### src/rtl/multi_channel_delay_gen.sv
// NUM_CH-channel programmable delay/pulse generator. A frame counter runs over a
// programmable period; each channel emits one pulse per frame from double-buffered config.

module multi_channel_delay_gen_ch #(
  parameter int CNT_W = 16
) (
  input  logic             clk,
  input  logic             rst,
  input  logic             we_delay,
  input  logic             we_width,
  input  logic [CNT_W-1:0] cfg_data,
  input  logic             reload,
  input  logic             run,
  input  logic [CNT_W-1:0] frame_cnt,
  output logic             ch_out
);
  logic [CNT_W-1:0] stg_delay, stg_width, act_delay, act_width;
  logic [CNT_W:0]   pulse_end;

  // one extra bit so delay+width never wraps back into the frame
  assign pulse_end = {1'b0, act_delay} + {1'b0, act_width};

  always_ff @(posedge clk or posedge rst) begin
    if (rst) begin
      stg_delay <= '0;
      stg_width <= '0;
      act_delay <= '0;
      act_width <= '0;
      ch_out    <= 1'b0;
    end else begin
      if (we_delay) stg_delay <= cfg_data;
      if (we_width) stg_width <= cfg_data;
      if (reload) begin
        act_delay <= stg_delay;
        act_width <= stg_width;
      end
      ch_out <= run && (frame_cnt >= act_delay) && ({1'b0, frame_cnt} < pulse_end);
    end
  end
endmodule

module multi_channel_delay_gen #(
  parameter int NUM_CH = 4,
  parameter int CNT_W  = 16,
  parameter int AW     = $clog2(2*NUM_CH+1)
) (
  input  logic              clk,
  input  logic              rst,
  input  logic              enable,
  input  logic              mode,
  input  logic              trig,
  input  logic              cfg_we,
  input  logic [AW-1:0]     cfg_addr,
  input  logic [CNT_W-1:0]  cfg_data,
  output logic [NUM_CH-1:0] ch_out,
  output logic              frame_start,
  output logic              busy,
  output logic [CNT_W-1:0]  frame_cnt
);
  localparam logic [CNT_W-1:0] PERIOD_RST = CNT_W'(1000);
  localparam logic [CNT_W-1:0] PERIOD_MIN = CNT_W'(2);

  typedef enum logic {IDLE, RUN} state_t;

  state_t           state, state_nxt;
  logic             mode_q;
  logic [CNT_W-1:0] stg_period, act_period, cnt_nxt;
  logic             go, last, run, reload;

  assign go   = enable && (!mode || trig);
  assign last = (frame_cnt == act_period - CNT_W'(1));
  assign run  = (state == RUN) && enable;
  // frame start: leaving IDLE, or a continuous-mode wrap
  assign reload = ((state == IDLE) && go) || (run && last && !mode_q);

  always_ff @(posedge clk or posedge rst) begin
    if (rst) state <= IDLE;
    else     state <= state_nxt;
  end

  always_comb begin
    state_nxt = state;
    case (state)
      IDLE:    if (go) state_nxt = RUN;
      RUN:     if (!enable || (last && mode_q)) state_nxt = IDLE;
      default: state_nxt = IDLE;
    endcase
  end

  always_comb begin
    busy        = (state == RUN);
    frame_start = (state == RUN) && (frame_cnt == '0);
    cnt_nxt     = '0;
    if (run && !last) cnt_nxt = frame_cnt + CNT_W'(1);
  end

  always_ff @(posedge clk or posedge rst) begin
    if (rst) begin
      frame_cnt  <= '0;
      mode_q     <= 1'b0;
      stg_period <= PERIOD_RST;
      act_period <= PERIOD_RST;
    end else begin
      frame_cnt <= cnt_nxt;
      if (state == IDLE) mode_q <= mode;
      if (cfg_we && (cfg_addr == '0))
        stg_period <= (cfg_data < PERIOD_MIN) ? PERIOD_MIN : cfg_data;
      if (reload) act_period <= stg_period;
    end
  end

  for (genvar i = 0; i < NUM_CH; i++) begin : g_ch
    multi_channel_delay_gen_ch #(.CNT_W(CNT_W)) u_ch (
      .clk       (clk),
      .rst       (rst),
      .we_delay  (cfg_we && (cfg_addr == AW'(2*i+1))),
      .we_width  (cfg_we && (cfg_addr == AW'(2*i+2))),
      .cfg_data  (cfg_data),
      .reload    (reload),
      .run       (run),
      .frame_cnt (frame_cnt),
      .ch_out    (ch_out[i])
    );
  end
endmodule

### config.mk
export PLATFORM = sky130hd
export DESIGN_NAME = multi_channel_delay_gen
export DESIGN_NICKNAME = d
export VERILOG_FILES = /design/src/rtl/multi_channel_delay_gen.sv
export SDC_FILE = /design/constraint.sdc
export NUM_CORES = 1
export LEC_CHECK = 0
export BUFFER_PORTS_ARGS = -buffer_cell sky130_fd_sc_hd__buf_2
export CORE_MARGIN = 2
export CORE_UTILIZATION = 50
export CTS_CLUSTER_DIAMETER = 120
export CTS_CLUSTER_SIZE = 25
export DETAILED_ROUTE_END_ITERATION = 12
export GPL_TIMING_DRIVEN = 0
export PLACE_DENSITY = 0.66
export SYNTH_ARGS = -nofsm -noshare
export SYNTH_HDL_FRONTEND = slang
export SYNTH_SLANG_ARGS = --single-unit
### constraint.sdc
create_clock -name clk -period 9.6 [get_ports clk]
set_input_delay 0 -clock clk [delete_from_list [all_inputs] [get_ports clk]]
set_output_delay 0 -clock clk [all_outputs]
set_load 0.01 [all_outputs]
## Word-level counts from Yosys, hierarchy flattened

Index checks and enable logic that the tools add are counted.

| operators by class | value |
|---|---|
| eq/ne operators | 9 |
| reductions and logical operators | 34 |
| muxes and demuxes | 5 |
| bitwise gates (word level) | 1 |
| order comparisons | 9 |
| add/subtract/negate cells | 6 |

Operator list:

| operator | count |
|---|---|
| 16-bit by 16-bit adder with 17-bit output | 4 |
| 16-bit by 17-bit < comparator with 1-bit output | 4 |
| 16-bit greater-or-equal comparator | 4 |
| 16-bit 2-to-1 mux | 2 |
| 1-bit logical AND | 25 |
| 16-bit by 1-bit adder with 16-bit output, second input constant | 1 |
| 16-bit == test | 1 |
| 4-bit by 3-bit == test with 1-bit output, second input constant | 4 |
| 16-bit zero test | 1 |
| 16-bit by 2-bit < comparator with 1-bit output, second input constant | 1 |
| 16-bit by 1-bit subtractor with 16-bit output, second input constant | 1 |
| 4-bit by 2-bit == test with 1-bit output, second input constant | 2 |
| 4-bit by 1-bit == test with 1-bit output, second input constant | 1 |
| 4-bit == test, second input constant | 1 |
| 1-bit zero test | 4 |
| 4-bit zero test | 1 |
| 1-bit logical OR | 3 |
| 1-bit 2-to-1 mux | 2 |
| 1-bit one-hot mux with 2 select lines | 1 |
| 1-bit NOT | 1 |

| storage, ports and cells | value |
|---|---|
| bits of input ports | 26 |
| register bits | 310 |

## Longest topological paths before layout

Gate-level depths: netlist of run 1.

| depth | value |
|---|---|
| depth in word-level cells | 6 |
| gate-level depth with buffers | 17 |
| gate-level depth less buffers | 17 |

## Cells and area by module

A second synthesis of run 1 with hierarchy kept.

| unflattened totals | value |
|---|---|
| cells, all modules | 1,664 |
| area, all modules | 18,197.5 µm² |

Modules (own cells, without submodules):

| module | area an instance (µm²) | seq. area each (µm²) | times used | cells an instance |
|---|---|---|---|---|
| multi_channel_delay_gen_ch (g_ch[0].u_ch ...) | 3,832.4 | 1,626.6 | 3 | 347 |
| multi_channel_delay_gen_ch (g_ch[1].u_ch) | 3,858.7 | 1,626.6 | 1 | 349 |
| multi_channel_delay_gen | 2,841.5 | 1,266.2 | 1 | 274 |

## Worst setup path before layout of run 1

OpenSTA, ideal clock, no wires.

| timing path | value |
|---|---|
| path type | reg2reg |
| from | reg g_ch[1].u_ch.act_width[1] |
| to | reg g_ch[1].u_ch.ch_out |
| setup slack | 6,215 ps |
| stages on the path, launching flop included | 15 |
| arrival time | 3,303 ps |
| library setup time | 82 ps |
| cell sequence | dfrtp_1 -> ha_1 -> a211o_1 -> o211ai_1 -> a21oi_1 -> a311o_1 -> o311a_1 -> a311oi_1 -> a21oi_1 -> xnor2_1 -> ha_1 -> or4_1 -> nor2_1 -> o21ai_0 -> a31oi_1 |

| on the way | value |
|---|---|
| cells in the longest elaborated chain, start to end | 3 |

RTL lines:

| element | line | RTL |
|---|---|---|
| from (decl) | 17 | `logic [CNT_W-1:0] stg_delay, stg_width, act_delay, act_width;` |
| from (signal assigned) | 35 | `act_width <= stg_width;` |
| 16-bit by 16-bit adder with 17-bit output | 21 | `assign pulse_end = {1'b0, act_delay} + {1'b0, act_width};` |
| 16-bit by 17-bit < comparator with 1-bit output | 37 | `ch_out <= run && (frame_cnt >= act_delay) && ({1'b0, frame_cnt} < pulse_end);` |
| 1-bit logical AND | 37 |  |
| to (signal assigned) | 37 |  |
| to (decl) | 15 | `output logic ch_out` |

No other way between the ends.
A chain may end at the register's enable or synchronous reset.

## Worst setup path after layout of run 1

| timing path | value |
|---|---|
| from | reg frame_cnt[9] |
| to | reg g_ch[3].u_ch.act_delay[6] |

| on the way | value |
|---|---|
| cells in the longest elaborated chain, start to end | 4 |

RTL lines:

| element | line | RTL |
|---|---|---|
| from (decl) | 58 | `output logic [CNT_W-1:0] frame_cnt` |
| from (signal assigned) | 104 | `frame_cnt <= cnt_nxt;` |
| 16-bit == test | 71 | `assign last = (frame_cnt == act_period - CNT_W'(1));` |
| 1-bit logical AND (2 in series) | 74 | `assign reload = ((state == IDLE) && go) \|\| (run && last && !mode_q);` |
| 1-bit logical OR | 74 |  |
| to (signal assigned) | 34 | `act_delay <= stg_delay;` |
| to (decl) | 17 |  |

No other way between the ends.

==> impl_metrics.csv, run 1 <==
group,metric,value,unit
run_status,outcome,"finished, final reports clean",
critical_path,critPathLaunchType,"flop",
timing,setup_tns,0,ps
die,start_util,50.3,%
route,first_pass_iters,5,
critical_path,critPathRequiredTime,10000,ps
finish,layout.nets,1809,
timing,skew,33.5,ps
finish,area_delta_synth_final,7.56,%
die,io_pins,48,
route,drc_errors,0,
clock_tree,root_buffer,"clkbuf_16",
synth,synthArstFlopShare,100,%
synth,synth_flop_cell,"dfrtp_1",
finish,n_antenna_cell,0,
synth,yosysWarnings,0,
route,vias_per_cell,5.83,
die,rows,69,
clock_tree,cts_sinks,310,
timing,timing.fmax,245,MHz
critical_path,critical_path.max_fanout,10,
global_route,grt_pass1_vias,12000,
timing,final_max_slew_viol_count,0,
critical_path,worst-setup-path-type,"reg -> reg",
global_route,grt_usage,23.7,%
worst_hold_path,min_from,"trig",
run,cap_violations,0,
global_route,antenna_found_initial,2,
synth,ys_ff_latch,310,
route,drt-total-wl,43.1,mm
critical_path,crit_arrival,4480,ps
clock_tree,cts-buffers-inserted,16,
finish,fill_cells,3050,
synth,synthesis.area,0.0178,sq mm
finish,fin_area,0.0191,sq mm
clock_tree,clk_latency,530,ps
timing,rsz0062_at_grt,"false",
critical_path,cp-end-kind,"flop",
timing,hold_violations,0,
route,num_vias,12000,
timing,tightest_slew,1130,ps
synth,netlist_instances,1530,
worst_hold_path,whs_endpoint,"busy",
worst_hold_path,hold_depth,3,
synth,ys_types,65,
synth,synth_edf_count,0,
die,die_area,0.0371,sq mm
placement,dp_hpwl,30.2,mm
timing,slew-limit-headroom,24.4,%
finish,layout-drive-gt1-share,19.5,%
pwr,peakVddDrop,0.107,mV
synth,avgSynthCellArea,11.6,sq um
route,drt_iter0_drc,629,
global_route,grt_max_degree,126,
clock_tree,clk_pin_slew_worst_paths,110,ps
synth,syn-num-nets,1751,
critical_path,ff2ff_setup_slack,5520,ps
pwr,p_per_area,247,mW/mm^2
placement,place_congestion,0.904,
global_route,grt-ovfl-total,0,
synth,seq_area_frac_synth,43.7,%
pwr,p_leak,9.11,nW
timing,min_period_over_period,42.5,%
placement,portBuffers,31,
die,core_area,0.0353,sq mm
route,wl_per_cell,20.9,um
placement,place_area,0.0186,sq mm
worst_hold_path,hold_path.class,"in -> reg",
critical_path,reg2reg_to,"g_ch[3].u_ch.act_delay[6]",
clock_tree,cts_tree,"built",
critical_path,rr_worst_depth,11,
critical_path,reg2reg_from,"frame_cnt[9]",
timing,fin_crit,4080,ps
global_route,grt_pass1_wl,66.9,mm
die,die_w,193,um
clock_tree,h-tree-depth,1,
die,fp.dieH,193,um
route,ant_nets,0,
clock_tree,clk_path_buf_depth,3,
timing,finalSetupViolations,0,
[synthesized netlist by cell type, drive strengths merged (31+ instances only)]
| master | instances | area [sq um] |
|---|---|---|
| nand2 | 47 | 176 |
| mux2 | 282 | 3180 |
| a21oi | 81 | 405 |
| o21ai | 61 | 305 |
| xor2 | 39 | 342 |
| xnor2 | 41 | 359 |
| dfrtp | 298 | 7460 |
| nor2 | 58 | 218 |
| a21o | 36 | 270 |
| ha | 191 | 2390 |
| inv | 83 | 312 |
| buf | 31 | 190 |
[cells in the final DEF (no fill, tap or decap), types with 32 or more instances in the layout]
| cell | synthesis | routed |
|---|---|---|
| nor2_1 | 58 | 58 |
| clkbuf_1 | 22 | 32 |
| xor2_1 | 39 | 39 |
| o21ai_0 | 60 | 60 |
| mux2_1 | 60 | 60 |
| nand2_1 | 47 | 47 |
| mux2_2 | 222 | 222 |
| xnor2_1 | 41 | 41 |
| a21o_1 | 36 | 36 |
| ha_1 | 191 | 191 |
| a21oi_1 | 81 | 81 |
| dfrtp_1 | 298 | 298 |
| inv_1 | 83 | 82 |
| buf_2 | 8 | 39 |
[kinds of logic (layout without fill, tap and decap cells)]
group | count (synthesis) | after routing | share of synthesized area (%)
flops | 310 | 310 | 43.7
simple gates | 255 | 255 | 7.44
compound gates | 270 | 270 | 9.69
xor+xnor | 80 | 80 | 3.94
buf+inv | 136 | 204 | 3.29
mux | 284 | 284 | 18.0
fa+ha+maj | 195 | 195 | 13.9
[per-stage QoR]
stage / setup slack (ps) / instances / util [%] / power [mW] / hold WS (ps)
after floorplan: 1050 / 1530 / - / 3.49 / 127
after global placement: -2080 / 2022 / 52.4 / 3.86 / 227
after detailed placement: 5590 / 2024 / 52.6 / 3.95 / 110
after CTS: 5570 / 2059 / 54.1 / 4.74 / 22.8
after global routing: 5330 / 2059 / 54.1 / 5.10 / 83.0
final: 5520 / 2059 / 54.1 / 4.71 / 50.3
[critical path, stage by stage, from the launching register on]
cell and delay (ps):
dfrtp_1 920, clkbuf_1 490, nor2b_1 190, o21ai_0 80, a211oi_1 200, a211oi_1 80, o21ai_1 180, nand4_1 210
o41ai_4 700, buf_4 360, buf_6 200, mux2_1 330
[what timing repair did]
action	CTS	global route
hold endpoints to repair	91	0
setup buffers	0	0
gates resized for setup	0	0
hold buffers	7	0
[layout make-up]
class,instances,area (sq um),area share (%)
multi-input combinational,1084,9410,49.2
clock buffer,27,463,2.42
buffer,53,273,1.43
timing repair buffer,40,280,1.47
sequential,310,7770,40.7
inverter,83,319,1.67
clock inverter,1,16.3,0.0851
tap,461,577,3.02
[metal layers]
layer	share of wire [%]	vias to the layer above	wire length, um	global-route usage (%)
li1	-	5642	-	-
met1	45	6019	19500	32.4
met2	47	258	20100	39.4
met3	5.0	77	2140	2.86
met4	3.2	0	1370	7.75
met5	0	-	0	0
[sequential cells by signal, indices dropped and copies added (netlist names)]
signal,flops
busy,1
g_ch.u_ch.ch_out,4
frame_cnt,16
mode_q,1
g_ch.u_ch.stg_width,64
g_ch.u_ch.act_width,64
g_ch.u_ch.act_delay,64
act_period,16
stg_period,16
g_ch.u_ch.stg_delay,64
[how the worst max path moves through the flow]
stage                 start                        end
4_1_cts        frame_cnt[9]  g_ch[3].u_ch.act_delay[6]
6_report       frame_cnt[9]  g_ch[3].u_ch.act_delay[6]
3_5_place_dp   frame_cnt[9]  g_ch[3].u_ch.act_delay[5]
3_3_place_gp            rst        g_ch[3].u_ch.ch_out
5_1_grt        frame_cnt[9]  g_ch[0].u_ch.act_width[2]
2_1_floorplan           rst              act_period[0]
[where the power goes]
part | switching (mW) | internal, mW
sequential | 0.259 | 1.67
combinational | 1.02 | 0.991
clock | 0.437 | 0.339
total | 1.71 | 3.00
Power figures use the tool's default switching activity.
==> inputs of run 2 (changes only) <==
Clock period 9.6 ns to 3.8 ns, I/O delays scaled along.
==> impl_metrics.csv, run 2 (synthesis results as in run 1) <==
group,metric,value,unit
finish,area_delta_synth_final,8.62,%
critical_path,critPathLaunchType,"flop",
route,vias_per_cell,5.76,
critical_path,worst-setup-path-type,"reg -> reg",
route,first_pass_iters,5,
route,drc_errors,0,
route,num_vias,11900,
timing,hold_violations,0,
critical_path,cp-end-kind,"flop",
global_route,grt-ovfl-total,0,
timing,skew,17.7,ps
timing,slew-limit-headroom,28.7,%
timing,rsz0062_at_grt,"true",
finish,fill_cells,3028,
route,drt-total-wl,43.4,mm
pwr,power_switching,4.35,mW
route,drt_iter0_drc,659,
die,die_area,0.0371,sq mm
finish,layout-drive-gt1-share,21.1,%
timing,fin_crit,3630,ps
run,cap_violations,0,
placement,place_congestion,0.901,
timing,min_period_over_period,95.6,%
die,start_util,50.3,%
finish,layout.nets,1819,
timing,final_max_slew_viol_count,0,
clock_tree,cts_tree,"built",
route,wl_met3,2.02,mm
timing,timing.fmax,275,MHz
run_status,outcome,"finished, final reports clean",
route,routedLengthMet1,20.5,mm
die,die_w,193,um
global_route,grt_max_degree,43,
clock_tree,clk_latency,520,ps
global_route,grt_pass1_vias,11900,
placement,place_area,0.0187,sq mm
pwr,p_per_area,619,mW/mm^2
timing,finalSetupViolations,0,
route,ant_nets,0,
finish,mostFrequentLayoutCell,"dfrtp_1",
placement,dp.cells,2030,
finish,fin_area,0.0193,sq mm
placement,portBuffers,31,
pwr,p_int,7.59,mW
pwr,p_sw_share,36.4,%
clock_tree,h-tree-depth,1,
global_route,antenna_found_initial,1,
global_route,grt_pass1_wl,68.3,mm
finish,mostFrequentLayoutCells,"dfrtp_1 (295), mux2_2 (222), ha_1 (190), inv_1 (82), a21oi_1 (76)",
worst_hold_path,hold_path.class,"in -> reg",
finish,final_cell_count_no_fill,2064,
global_route,grt_usage,24.3,%
placement,dp_hpwl,30.6,mm
pwr,p_leak,9.17,nW
clock_tree,cts_sinks,310,
route,wl_per_cell,21.0,um
critical_path,critical_path.max_fanout,4,
die,core_area,0.0353,sq mm
pwr,seqPwrFrac,40.8,%
clock_tree,cts-buffers-inserted,16,
die,rows,69,
clock_tree,clk_path_buf_depth,3,
die,io_pins,48,
critical_path,crit_arrival,4080,ps
pwr,share_comb_of_total_power,43.1,%
route,top_layer_used,"met4",
finish,n_antenna_cell,0,
die,fp.dieH,193,um
pwr,peakVddDrop,0.426,mV
pwr,p_clk_share,16.1,%
clock_tree,root_buffer,"clkbuf_16",
route,wl_met2,19.6,mm
timing,tightest_slew,1070,ps
critical_path,critPathRequiredTime,4250,ps
clock_tree,clk_pin_slew_worst_paths,100,ps
## run 2: changes by cell type in the layout (fill, tap and decap cells not counted), sizes merged
cell      change
clkinvlp      +1
buf          +10
clkbuf        -6
## run 2: metal layers
metal  vias up  global-route usage [%]
li1       5655                       -
met1      5968                    33.9
met2       211                    39.2
met3        63                    3.55
met4         0                    7.43
met5         -                       0
## run 2: final cells by class
cell class,count,area [sq um],share of cell area (%)
multi-input combinational,1084,9470,49.1
sequential,310,7780,40.3
clock inverter,2,17.5,0.0908
clock buffer,21,440,2.28
inverter,83,315,1.63
timing repair buffer,50,428,2.22
buffer,53,273,1.41
tap,461,577,2.99
## run 2: power groups by stage
stage               clock network (mW)  logic, mW  registers [mW]
global route                      2.09       5.89            5.00
finish                            1.92       5.15            4.88
floorplan                            0       4.13            4.70
global placement                     0       4.85            4.90
CTS                               1.97       5.09            4.87
detailed placement                   0       5.05            4.93
## run 2: worst paths after layout
kind,end,start,slack [ps],cells after the start
max in group asynchronous,g_ch[0].u_ch.stg_width[14],rst,2350,7
worst min register to register,g_ch[0].u_ch.stg_width[1],g_ch[0].u_ch.stg_width[1],490,2
worst max register to register,g_ch[1].u_ch.ch_out,g_ch[1].u_ch.act_delay[1],170,14
worst min-delay path,busy,trig,30,3
worst max-delay path,g_ch[1].u_ch.ch_out,g_ch[1].u_ch.act_delay[1],170,14
min in group asynchronous,g_ch[1].u_ch.stg_delay[5],rst,60,3
## run 2: worst max-delay path: stages (launching register included)
cell and delay [ps]:
dfrtp_2 450, ha_1 300, a211o_1 290, o211ai_1 160
a21oi_2 100, a311o_1 390, o311a_1 340, a311oi_2 320
a21oi_1 140, xnor2_1 140, ha_1 200, or4_1 400
nor2_1 90, o21ai_0 90, a31oi_1 140
## run 2: stage by stage
step | power, mW | hold slack, ps | TNS (ps) | utilization (%) | worst slack, ps
2_1_floorplan | 8.83 | 127 | -94500 | - | -317
3_3_place_gp | 9.74 | 227 | -611560 | 52.4 | -2010
3_5_place_dp | 9.98 | 77.5 | -23820 | 52.9 | -249
4_1_cts | 11.9 | 2.95 | 0 | 54.5 | 16.5
5_1_grt | 13.0 | 85.4 | -99.4 | 54.7 | -99.4
6_report | 11.9 | 27.7 | 0 | 54.7 | 168
## run 2: what timing repair did
| action | CTS | global route |
|---|---|---|
| endpoints found under the hold margin | 69 | 0 |
| pin swaps | 1 | 10 |
| gates resized for setup | 4 | 15 |
| setup endpoints to repair | 145 | 145 |
| hold buffers | 7 | 0 |
| buffers inserted | 1 | 3 |
